**src/rtl/mips_boot_sequencer_if.sv**
```systemverilog
// Program-image stream and CPU load-port signals shared by the boot sequencer and its host.
interface mips_boot_sequencer_if #(
  parameter int ADDR_W = 10
);
  logic              in_valid;
  logic [31:0]       in_data;
  logic              in_ready;
  logic [ADDR_W-1:0] address;
  logic [31:0]       inst_data;
  logic              write_instruction;
  logic              write_data;

  modport master (
    output in_valid, in_data,
    input  in_ready, address, inst_data, write_instruction, write_data
  );

  modport slave (
    input  in_valid, in_data,
    output in_ready, address, inst_data, write_instruction, write_data
  );
endinterface

```
**src/rtl/mips_boot_sequencer.sv**
```systemverilog
// Boot sequencer for the mini-MIPS: streams a header plus instruction/data image into the
// CPU memories while the CPU is held in reset, then runs it with halt/timeout supervision.
//
// state       | meaning
// ------------+---------------------------------------------------------------
// S_IDLE      | waiting for start, CPU held in reset
// S_HEADER    | waiting for header word {ni[15:0], nd[15:0]}
// S_LOAD_INST | writing ni words into instruction memory
// S_LOAD_DATA | writing nd words into data memory
// S_RUN       | CPU released (after one settle cycle), counting run cycles
// S_DONE      | run ended by halt (error=0) or timeout (error=1)
// S_ERROR     | header counts exceed memory depths
module mips_boot_sequencer #(
  parameter int ADDR_W     = 10,
  parameter int INST_DEPTH = 1024,
  parameter int DATA_DEPTH = 1024,
  parameter int RUN_LIMIT  = 100
) (
  input  logic        clk,
  input  logic        rst,
  input  logic        start,
  input  logic        abort,
  input  logic        cpu_halt,
  mips_boot_sequencer_if.slave bus,
  output logic        cpu_rst,
  output logic        busy,
  output logic        done,
  output logic        error,
  output logic [31:0] run_cycles
);

  typedef enum logic [2:0] {
    S_IDLE, S_HEADER, S_LOAD_INST, S_LOAD_DATA, S_RUN, S_DONE, S_ERROR
  } state_t;

  localparam logic [16:0] INST_MAX = 17'(INST_DEPTH);
  localparam logic [16:0] DATA_MAX = 17'(DATA_DEPTH);
  localparam logic [31:0] LIMIT    = 32'(RUN_LIMIT);

  state_t      state;
  logic [15:0] ni_q;
  logic [15:0] nd_q;
  logic [15:0] idx;

  logic        accept;
  logic [15:0] hdr_ni;
  logic [15:0] hdr_nd;
  logic        hdr_bad;
  logic [31:0] run_next;
  logic        timeout;

  assign accept   = bus.in_valid & bus.in_ready;
  assign hdr_ni   = bus.in_data[31:16];
  assign hdr_nd   = bus.in_data[15:0];
  assign hdr_bad  = ({1'b0, hdr_ni} > INST_MAX) || ({1'b0, hdr_nd} > DATA_MAX);
  assign run_next = (run_cycles == 32'hFFFF_FFFF) ? run_cycles : run_cycles + 32'd1;
  assign timeout  = (LIMIT != 32'd0) && (run_next == LIMIT);

  always_ff @(posedge clk) begin
    if (rst) begin
      state                 <= S_IDLE;
      ni_q                  <= '0;
      nd_q                  <= '0;
      idx                   <= '0;
      cpu_rst               <= 1'b1;
      busy                  <= 1'b0;
      done                  <= 1'b0;
      error                 <= 1'b0;
      run_cycles            <= '0;
      bus.in_ready          <= 1'b0;
      bus.address           <= '0;
      bus.inst_data         <= '0;
      bus.write_instruction <= 1'b0;
      bus.write_data        <= 1'b0;
    end else begin
      bus.write_instruction <= 1'b0;
      bus.write_data        <= 1'b0;
      if (abort && state != S_IDLE) begin
        state        <= S_IDLE;
        ni_q         <= '0;
        nd_q         <= '0;
        idx          <= '0;
        cpu_rst      <= 1'b1;
        busy         <= 1'b0;
        done         <= 1'b0;
        error        <= 1'b0;
        bus.in_ready <= 1'b0;
      end else begin
        case (state)
          S_IDLE, S_DONE, S_ERROR: begin
            if (start) begin
              state        <= S_HEADER;
              cpu_rst      <= 1'b1;
              busy         <= 1'b1;
              done         <= 1'b0;
              error        <= 1'b0;
              bus.in_ready <= 1'b1;
            end
          end
          S_HEADER: begin
            if (accept) begin
              ni_q <= hdr_ni;
              nd_q <= hdr_nd;
              idx  <= '0;
              if (hdr_bad) begin
                state        <= S_ERROR;
                busy         <= 1'b0;
                error        <= 1'b1;
                bus.in_ready <= 1'b0;
              end else if (hdr_ni != 16'd0) begin
                state <= S_LOAD_INST;
              end else if (hdr_nd != 16'd0) begin
                state <= S_LOAD_DATA;
              end else begin
                state        <= S_RUN;
                run_cycles   <= '0;
                bus.in_ready <= 1'b0;
              end
            end
          end
          S_LOAD_INST: begin
            if (accept) begin
              bus.address           <= idx[ADDR_W-1:0];
              bus.inst_data         <= bus.in_data;
              bus.write_instruction <= 1'b1;
              if (idx == ni_q - 16'd1) begin
                idx <= '0;
                if (nd_q != 16'd0) begin
                  state <= S_LOAD_DATA;
                end else begin
                  state        <= S_RUN;
                  run_cycles   <= '0;
                  bus.in_ready <= 1'b0;
                end
              end else begin
                idx <= idx + 16'd1;
              end
            end
          end
          S_LOAD_DATA: begin
            if (accept) begin
              bus.address    <= idx[ADDR_W-1:0];
              bus.inst_data  <= bus.in_data;
              bus.write_data <= 1'b1;
              if (idx == nd_q - 16'd1) begin
                idx          <= '0;
                state        <= S_RUN;
                run_cycles   <= '0;
                bus.in_ready <= 1'b0;
              end else begin
                idx <= idx + 16'd1;
              end
            end
          end
          S_RUN: begin
            // cpu_rst is still high on the entry cycle so the last load strobe lands in reset
            if (!cpu_rst) run_cycles <= run_next;
            if (cpu_halt) begin
              state   <= S_DONE;
              cpu_rst <= 1'b1;
              busy    <= 1'b0;
              done    <= 1'b1;
              error   <= 1'b0;
            end else if (!cpu_rst && timeout) begin
              state   <= S_DONE;
              cpu_rst <= 1'b1;
              busy    <= 1'b0;
              done    <= 1'b1;
              error   <= 1'b1;
            end else begin
              cpu_rst <= 1'b0;
            end
          end
          default: begin
            state        <= S_IDLE;
            cpu_rst      <= 1'b1;
            busy         <= 1'b0;
            bus.in_ready <= 1'b0;
          end
        endcase
      end
    end
  end

endmodule

```
**src/flat_wrapper.sv**
```systemverilog
// flat-port wrapper written by rule: the top's interface ports become plain ports
module mips_boot_sequencer_flat 
#(
  parameter int ADDR_W     = 10,
  parameter int INST_DEPTH = 1024,
  parameter int DATA_DEPTH = 1024,
  parameter int RUN_LIMIT  = 100
)
  (clk, rst, start, abort, cpu_halt, cpu_rst, busy, done, error, run_cycles, bus_in_valid, bus_in_data, bus_in_ready, bus_address, bus_inst_data, bus_write_instruction, bus_write_data);
  mips_boot_sequencer_if #(.ADDR_W(ADDR_W)) bus_i ();
  input  logic clk;
  input  logic rst;
  input  logic start;
  input  logic abort;
  input  logic cpu_halt;
  output logic cpu_rst;
  output logic busy;
  output logic done;
  output logic error;
  output logic [31:0] run_cycles;
  input wire logic [$bits(bus_i.in_valid)-1:0] bus_in_valid;
  input wire logic [$bits(bus_i.in_data)-1:0] bus_in_data;
  output wire logic [$bits(bus_i.in_ready)-1:0] bus_in_ready;
  output wire logic [$bits(bus_i.address)-1:0] bus_address;
  output wire logic [$bits(bus_i.inst_data)-1:0] bus_inst_data;
  output wire logic [$bits(bus_i.write_instruction)-1:0] bus_write_instruction;
  output wire logic [$bits(bus_i.write_data)-1:0] bus_write_data;
  assign bus_i.in_valid = bus_in_valid;
  assign bus_i.in_data = bus_in_data;
  assign bus_in_ready = bus_i.in_ready;
  assign bus_address = bus_i.address;
  assign bus_inst_data = bus_i.inst_data;
  assign bus_write_instruction = bus_i.write_instruction;
  assign bus_write_data = bus_i.write_data;
  mips_boot_sequencer #(.ADDR_W(ADDR_W), .INST_DEPTH(INST_DEPTH), .DATA_DEPTH(DATA_DEPTH), .RUN_LIMIT(RUN_LIMIT)) u_core (.clk(clk), .rst(rst), .start(start), .abort(abort), .cpu_halt(cpu_halt), .bus(bus_i), .cpu_rst(cpu_rst), .busy(busy), .done(done), .error(error), .run_cycles(run_cycles));
endmodule
```
**config.mk**
```make
export PLATFORM = sky130hd
export DESIGN_NAME = mips_boot_sequencer_flat
export DESIGN_NICKNAME = d
export VERILOG_FILES = /design/src/rtl/mips_boot_sequencer_if.sv /design/src/rtl/mips_boot_sequencer.sv /design/src/flat_wrapper.sv
export SDC_FILE = /design/constraint.sdc
export NUM_CORES = 1
export LEC_CHECK = 0
export CAP_MARGIN = 25
export CORE_ASPECT_RATIO = 1.75
export CORE_MARGIN = 3
export CORE_UTILIZATION = 50
export CTS_CLUSTER_SIZE = 16
export DETAILED_ROUTE_END_ITERATION = 8
export PLACE_DENSITY = 0.87
export SYNTH_ARGS = -nofsm -noshare
export SYNTH_HDL_FRONTEND = slang
export SYNTH_SLANG_ARGS = --single-unit
```
**constraint.sdc**
```tcl
create_clock -name clk -period 3.6 [get_ports clk]
set_input_delay 1.08 -clock clk [delete_from_list [all_inputs] [get_ports clk]]
set_output_delay 1.08 -clock clk [all_outputs]
set_load 0.01 [all_outputs]
```
==> flow_summary.json, run 1 <==
{
  "diodes": 0,
  "hold_depth": 2,
  "ant_nets": 0,
  "power.density_nw_per_um2": 416.8,
  "netlist_instances": 1042,
  "cts_made_buffers": 17,
  "core_area_um2": 15130,
  "yosys_register_bits": 132,
  "drtIter0Drc": 890,
  "die_height_um": 171.6,
  "critical_path_class": "in2reg",
  "ios": 119,
  "clockBufferDepth": 2,
  "post-route-util_pct": 69.69,
  "grt_overflow_total": 0,
  "status": "finished clean",
  "clk_pin_slew_ps": 70,
  "cts_tree": "done",
  "place.detailed.hpwl_mm": 21.12,
  "syn-num-nets": 1084,
  "critPathRequiredTime_ps": 3920,
  "syn2layout_area_growth_pct": 34.67,
  "routed_wl_mm": 30.63,
  "netlist.area_leader.share_pct": 33.74,
  "tightest_slew_ps": 851.8,
  "port_buffers": 118,
  "end_kind": "flip-flop",
  "cp_max_fo": 4,
  "clk_latency_ps": 430,
  "clkPwrFrac_pct": 40.6,
  "finalNetCount": 1257,
  "htree_levels": 4,
  "finalSetupViolCount": 0,
  "layout_worst_path_cycle_share_pct": 98.82,
  "yosysWarnings": 0,
  "wl_per_cell_um": 21.71,
  "critical_path_arrival_ps": 3880,
  "gp_congestion": 1.083,
  "drtPass1Iterations": 6,
  "rows": 59,
  "holdWs_ps": 454.2,
  "die_area_um2": 17260,
  "cts.sinks": 132,
  "synth_most_common_cell": "nand2_1",
  "timing.fmax_mhz": 281.1,
  "start_kind": "input pin",
  "ir_drop_v": 0.0003248,
  "maxSlewViolCount": 0,
  "synth_area_um2": 7831,
  "finalPower_mw": 4.396,
  "r2r_cells": 10,
  "yosys-top-cells-count": "nand2_1 (205), dfxtp_1 (132), a21oi_1 (111), clkbuf_1 (64), nor2_1 (54)",
  "start_util_pct": 51.75,
  "syn_avg_cell_area_um2": 7.516,
  "grt_use_total_pct": 35.00,
  "netSwitchingFraction_pct": 32.38,
  "seqPwrFrac_pct": 35.6,
  "relSlewSlack_pct": 43.21,
  "yosys.area.top_type": "dfxtp_1",
  "drv_cap": 0,
  "yosysUniqueCellTypes": 74,
  "drive_gt1_share_pct": 16.69,
  "async_flop_share_pct": 0,
  "drc": 0,
  "min_period_ps": 3558,
  "die_x_um": 100.6,
  "synth_edf_count": 0,
  "vias_per_cell": 6.518,
  "grt_antenna_before_repair": 0,
  "p_leak_nw": 3.900,
  "ys_seq_area_share_pct": 33.74,
  "grt_max_degree": 72,
  "fin_skew_ps": 8.449,
  "p_switching_mw": 1.423,
  "internal-power_mw": 2.973,
  "hold_path.class": "reg2reg",
  "hold_viol_final": 0,
  "nFillCells": 1099,
  "grt_first_pass_wirelength_mm": 47.02,
  "yosys-top-cells-area": "dfxtp_1 (34%), nand2_1 (9.8%), a21oi_1 (7.1%)",
  "synthFlopType": "dfxtp_1",
  "first_global_vias": 9021,
  "combPwrFrac_pct": 23.8,
  "clockRootBuffer": "clkbuf_16",
  "dr_total_vias": 9197
}
-- flip-flops by register name, indices dropped and copies added (netlist names) --
signal,flops
u_core.state,3
u_core.bus.in_ready,1
u_core.bus.address,10
u_core.bus.inst_data,32
u_core.cpu_rst,1
u_core.error,1
u_core.bus.write_instruction,1
u_core.idx,16
u_core.busy,1
u_core.ni_q,16
u_core.nd_q,16
u_core.done,1
u_core.bus.write_data,1
u_core.run_cycles,32
-- cells by family after synthesis --
| group | count (synthesis) | synth area share [%] |
|---|---|---|
| fa+ha+maj | 4 | 0.6391 |
| xor+xnor | 48 | 5.368 |
| buf+inv | 105 | 5.512 |
| mux | 8 | 1.054 |
| flops | 132 | 33.74 |
| compound gates | 286 | 24.54 |
| simple gates | 459 | 29.14 |
-- critical path, stage by stage --
cell and delay (ps):
buf_6 90, or4_4 530, or4_4 520, nor4_4 420, a21oi_1 120, o22ai_1 160, nor2b_4 240, buf_6 120
o211a_4 200, buf_4 130, a21boi_0 80, o21a_1 190
-- path summary, 6_finish.rpt --
kind,startpoint,to,slack (ps)
min,u_core.bus.inst_data[5],u_core.bus.inst_data[5],450
max,bus_in_data[29],u_core.run_cycles[17],40
min reg2reg,u_core.bus.inst_data[5],u_core.bus.inst_data[5],450
max reg2reg,u_core.ni_q[10],u_core.state[2],160
-- cell usage in the layout (no fill, tap or decap), types with 7 or more instances in the layout --
| cell type | n |
|---|---|
| and2_1 | 16 |
| buf_4 | 114 |
| o211ai_1 | 14 |
| nor2_1 | 52 |
| a31oi_1 | 14 |
| clkdlybuf4s50_1 | 109 |
| clkbuf_16 | 17 |
| and4_1 | 8 |
| nor3_1 | 36 |
| inv_1 | 17 |
| or3_1 | 9 |
| o31ai_1 | 8 |
| xor2_1 | 24 |
| or4_1 | 7 |
| a211oi_1 | 11 |
| nand2b_1 | 9 |
| nand4_1 | 15 |
| a21oi_1 | 109 |
| dfxtp_1 | 132 |
| nand3_1 | 25 |
| xnor2_1 | 24 |
| nor4_1 | 17 |
| a311oi_1 | 10 |
| nand2_1 | 205 |
| o21ai_0 | 40 |
| o211a_1 | 16 |
| and3_1 | 17 |
-- through the flow --
step,setup TNS (ps),instances,instance area [um^2],setup slack [ps]
3_3_place_gp,-19510,1367,9739,-648.9
6_report,0,1411,10550,42.47
5_1_grt,-40.74,1411,10550,-18.10
2_1_floorplan,0,1042,7844,7.242
3_5_place_dp,-21530,1368,9747,-719.4
4_1_cts,0,1407,10480,15.18
-- area by class of cell --
| class | count | area, um^2 | share of cell area (%) |
|---|---|---|---|
| clock buffers | 18 | 429.2 | 4.069 |
| clock inverters | 14 | 166.4 | 1.578 |
| flip-flops and latches | 132 | 2643 | 25.06 |
| multi-input cells | 807 | 4881 | 46.28 |
| well taps | 183 | 229.0 | 2.171 |
| repair buffers | 240 | 2135 | 20.24 |
| inverters | 17 | 63.81 | 0.6051 |
-- power by group through the flow --
stage / Sequential, mW / Combinational, mW / Clock (mW)
final: 1.56 / 1.05 / 1.78
after global routing: 1.57 / 1.13 / 1.84
after CTS: 1.56 / 1.00 / 1.78
after detailed placement: 1.59 / 0.942 / 0
after global placement: 1.59 / 0.918 / 0
after floorplan: 1.57 / 0.630 / 0
-- metal layers --
layer	vias to the layer above	routed length [um]	GRT usage, %
met1	4282	9542	34.13
li1	4129	-	-
met3	211	2086	5.844
met4	0	3158	28.68
met5	-	0	0
met2	575	15840	63.10
-- what timing repair did --
item / CTS / global route
hold endpoints to repair: 0 / 0
pin swaps: 11 / 11
endpoints found under the setup margin: 33 / 44
gates resized for setup: 15 / 29
setup buffers: 4 / 4
gates cloned: 3 / 0
hold buffers: 0 / 0
Note: power is estimated with default switching activity, not from simulation.
==> run 2, diff against run 1 <==
--- a/config.mk
+++ b/config.mk
@@ -6,12 +6,14 @@
 export NUM_CORES = 1
 export LEC_CHECK = 0
 export CAP_MARGIN = 25
+export CELL_PAD_IN_SITES_DETAIL_PLACEMENT = 0
+export CELL_PAD_IN_SITES_GLOBAL_PLACEMENT = 1
 export CORE_ASPECT_RATIO = 1.75
 export CORE_MARGIN = 3
-export CORE_UTILIZATION = 50
+export CORE_UTILIZATION = 36
 export CTS_CLUSTER_SIZE = 16
 export DETAILED_ROUTE_END_ITERATION = 8
-export PLACE_DENSITY = 0.87
+export PLACE_DENSITY = 0.86
 export SYNTH_ARGS = -nofsm -noshare
 export SYNTH_HDL_FRONTEND = slang
 export SYNTH_SLANG_ARGS = --single-unit
==> flow_summary.json, run 2 (synthesized netlist as in run 1, its figures left out) <==
{
  "internal-power_mw": 2.963,
  "slowest_stage": "or4_1",
  "grt_use_total_pct": 24.33,
  "nFillCells": 2049,
  "fin_skew_ps": 7.019,
  "rrSetupSlack_ps": 180,
  "status": "finished clean",
  "relSlewSlack_pct": 37.76,
  "vias_per_cell": 5.673,
  "routed_wl_mm": 29.40,
  "clockRootBuffer": "clkbuf_16",
  "cts.sinks": 132,
  "final_area_um2": 10660,
  "drive_gt1_share_pct": 15.95,
  "cp_max_fo": 3,
  "die_x_um": 117.5,
  "hold_viol_final": 0,
  "layout_worst_path_cycle_share_pct": 97.53,
  "combPwrFrac_pct": 23.5,
  "critPathMaxStageDelay_ps": 480,
  "final_cell_mix": "nand2_1 (205), dfxtp_1 (132), buf_4 (119), a21oi_1 (110), clkdlybuf4s50_1 (108)",
  "min_period_ps": 3511,
  "ir_drop_v": 0.0002715,
  "final_common_cell": "nand2_1",
  "finalSetupViolCount": 0,
  "finalNetCount": 1258,
  "seq_area_um2": 2643,
  "cts_made_buffers": 17,
  "maxSlewViolCount": 0,
  "clk_pin_slew_ps": 60,
  "path_cells": "clkdlybuf4s50_1 -> nor4_4 -> buf_4 -> nand4b_1 -> nor4_4 -> buf_4 -> buf_4 -> nor2_1 -> o21ai_0 -> a211oi_1 -> or4_1 -> o211a_1",
  "r2r_cells": 12,
  "critical_path_arrival_ps": 3830,
  "clkPwrFrac_pct": 40.2,
  "ios": 119,
  "reg2reg_from": "u_core.ni_q[1]",
  "end_kind": "flip-flop",
  "reg2reg_to": "u_core.bus.in_ready",
  "drv_cap": 0,
  "netSwitchingFraction_pct": 31.35,
  "syn2layout_area_growth_pct": 36.11,
  "endpoint": "u_core.bus.in_ready",
  "cp_num_buf_inv": 4,
  "power.density_nw_per_um2": 404.9,
  "die_height_um": 201.1,
  "path_delay_family": "simple AND/OR/NAND/NOR gates",
  "p_leak_nw": 3.925,
  "dr_total_vias": 8606,
  "clk_latency_ps": 430,
  "dp.cells": 1479,
  "wl_per_cell_um": 19.38,
  "drc": 0,
  "place.detailed.hpwl_mm": 22.09,
  "critical_path_class": "in2reg",
  "first_global_vias": 8407,
  "grt_overflow_total": 0,
  "rows": 70,
  "p_switching_mw": 1.353,
  "core_area_um2": 21110,
  "critPathRequiredTime_ps": 3920,
  "tightest_slew_ps": 923.8,
  "gp_congestion": 0.9595,
  "hold_path.class": "reg2reg",
  "top_regs": "u_core.bus.inst_data: 32 flops, u_core.run_cycles: 32 flops",
  "diodes": 0,
  "crit_top_cell": "buf_4",
  "grt_antenna_before_repair": 0,
  "port_buffers": 118,
  "start_kind": "input pin",
  "startpoint": "bus_in_data[7]",
  "cts_hold_buffers": 0,
  "grt_max_degree": 72,
  "multi_input_area_um2": 4863,
  "tns_ps": 0,
  "timing.fmax_mhz": 284.8,
  "htree_levels": 4,
  "die_area_um2": 23630,
  "stdcell_count": 1517,
  "cts_tree": "done",
  "postPlaceCellArea_um2": 9928,
  "clockBufferDepth": 2,
  "start_util_pct": 37.10,
  "drtPass1Iterations": 6,
  "seqPwrFrac_pct": 36.3,
  "worstSetupPathDepth": 12,
  "grt_first_pass_wirelength_mm": 45.62,
  "ant_nets": 0,
  "drtIter0Drc": 468
}
run 2: worst min path at each step:
stage / slack (ps) / start / endpoint / cells past startpoint
final: 450 / u_core.bus.inst_data[28] / u_core.bus.inst_data[28] / 2
after global routing: 480 / u_core.bus.address[0] / u_core.bus.address[0] / 2
after CTS: 460 / u_core.bus.inst_data[28] / u_core.bus.inst_data[28] / 2
after detailed placement: 450 / u_core.bus.inst_data[28] / u_core.bus.inst_data[28] / 2
after global placement: 440 / u_core.bus.inst_data[24] / u_core.bus.inst_data[24] / 2
after floorplan: 450 / u_core.ni_q[15] / u_core.ni_q[15] / 2
run 2: what timing repair did:
item                                    CTS  global route
gates cloned                              2             0
resized for setup                        12            14
setup buffers                             0             4
pin swaps                                 8            11
endpoints found under the setup margin   33            38
run 2: power by group through the flow:
| stage | registers [mW] | logic [mW] | clock network (mW) |
|---|---|---|---|
| floorplan | 1.57 | 0.630 | 0 |
| CTS | 1.57 | 1.00 | 1.76 |
| global placement | 1.60 | 0.960 | 0 |
| detailed placement | 1.60 | 0.970 | 0 |
| global route | 1.57 | 1.10 | 1.83 |
| finish | 1.57 | 1.01 | 1.73 |
run 2: layout make-up:
class / instances / area share, %
flip-flops and latches: 132 / 24.79
inverters: 17 / 0.5987
clock buffers: 18 / 4.120
repair buffers: 241 / 20.07
well taps: 288 / 3.381
clock inverters: 14 / 1.409
multi-input cells: 807 / 45.63
run 2: per-stage QoR:
stage	hold slack, ps	util [%]	power, mW	setup WS, ps
2_1_floorplan	447.8	-	2.202	7.242
3_3_place_gp	442.2	47.04	2.558	-683.1
3_5_place_dp	448.1	47.04	2.569	-705.6
4_1_cts	456.3	50.11	4.330	15.54
5_1_grt	478.2	50.50	4.500	-21.83
6_report	450.7	50.50	4.316	88.98
run 2: routing by layer:
| metal | vias to the layer above | global-route usage (%) | wire (um) |
|---|---|---|---|
| li1 | 4128 | - | - |
| met1 | 4097 | 23.38 | 9962 |
| met2 | 281 | 47.68 | 16590 |
| met3 | 100 | 3.375 | 1060 |
| met4 | 0 | 15.43 | 1786 |
| met5 | - | 0 | 0 |
run 2: worst min-delay path, stage by stage (launching register included):
cell	delay (ps)
dfxtp_1	300
nand2_1	50
a21oi_1	50
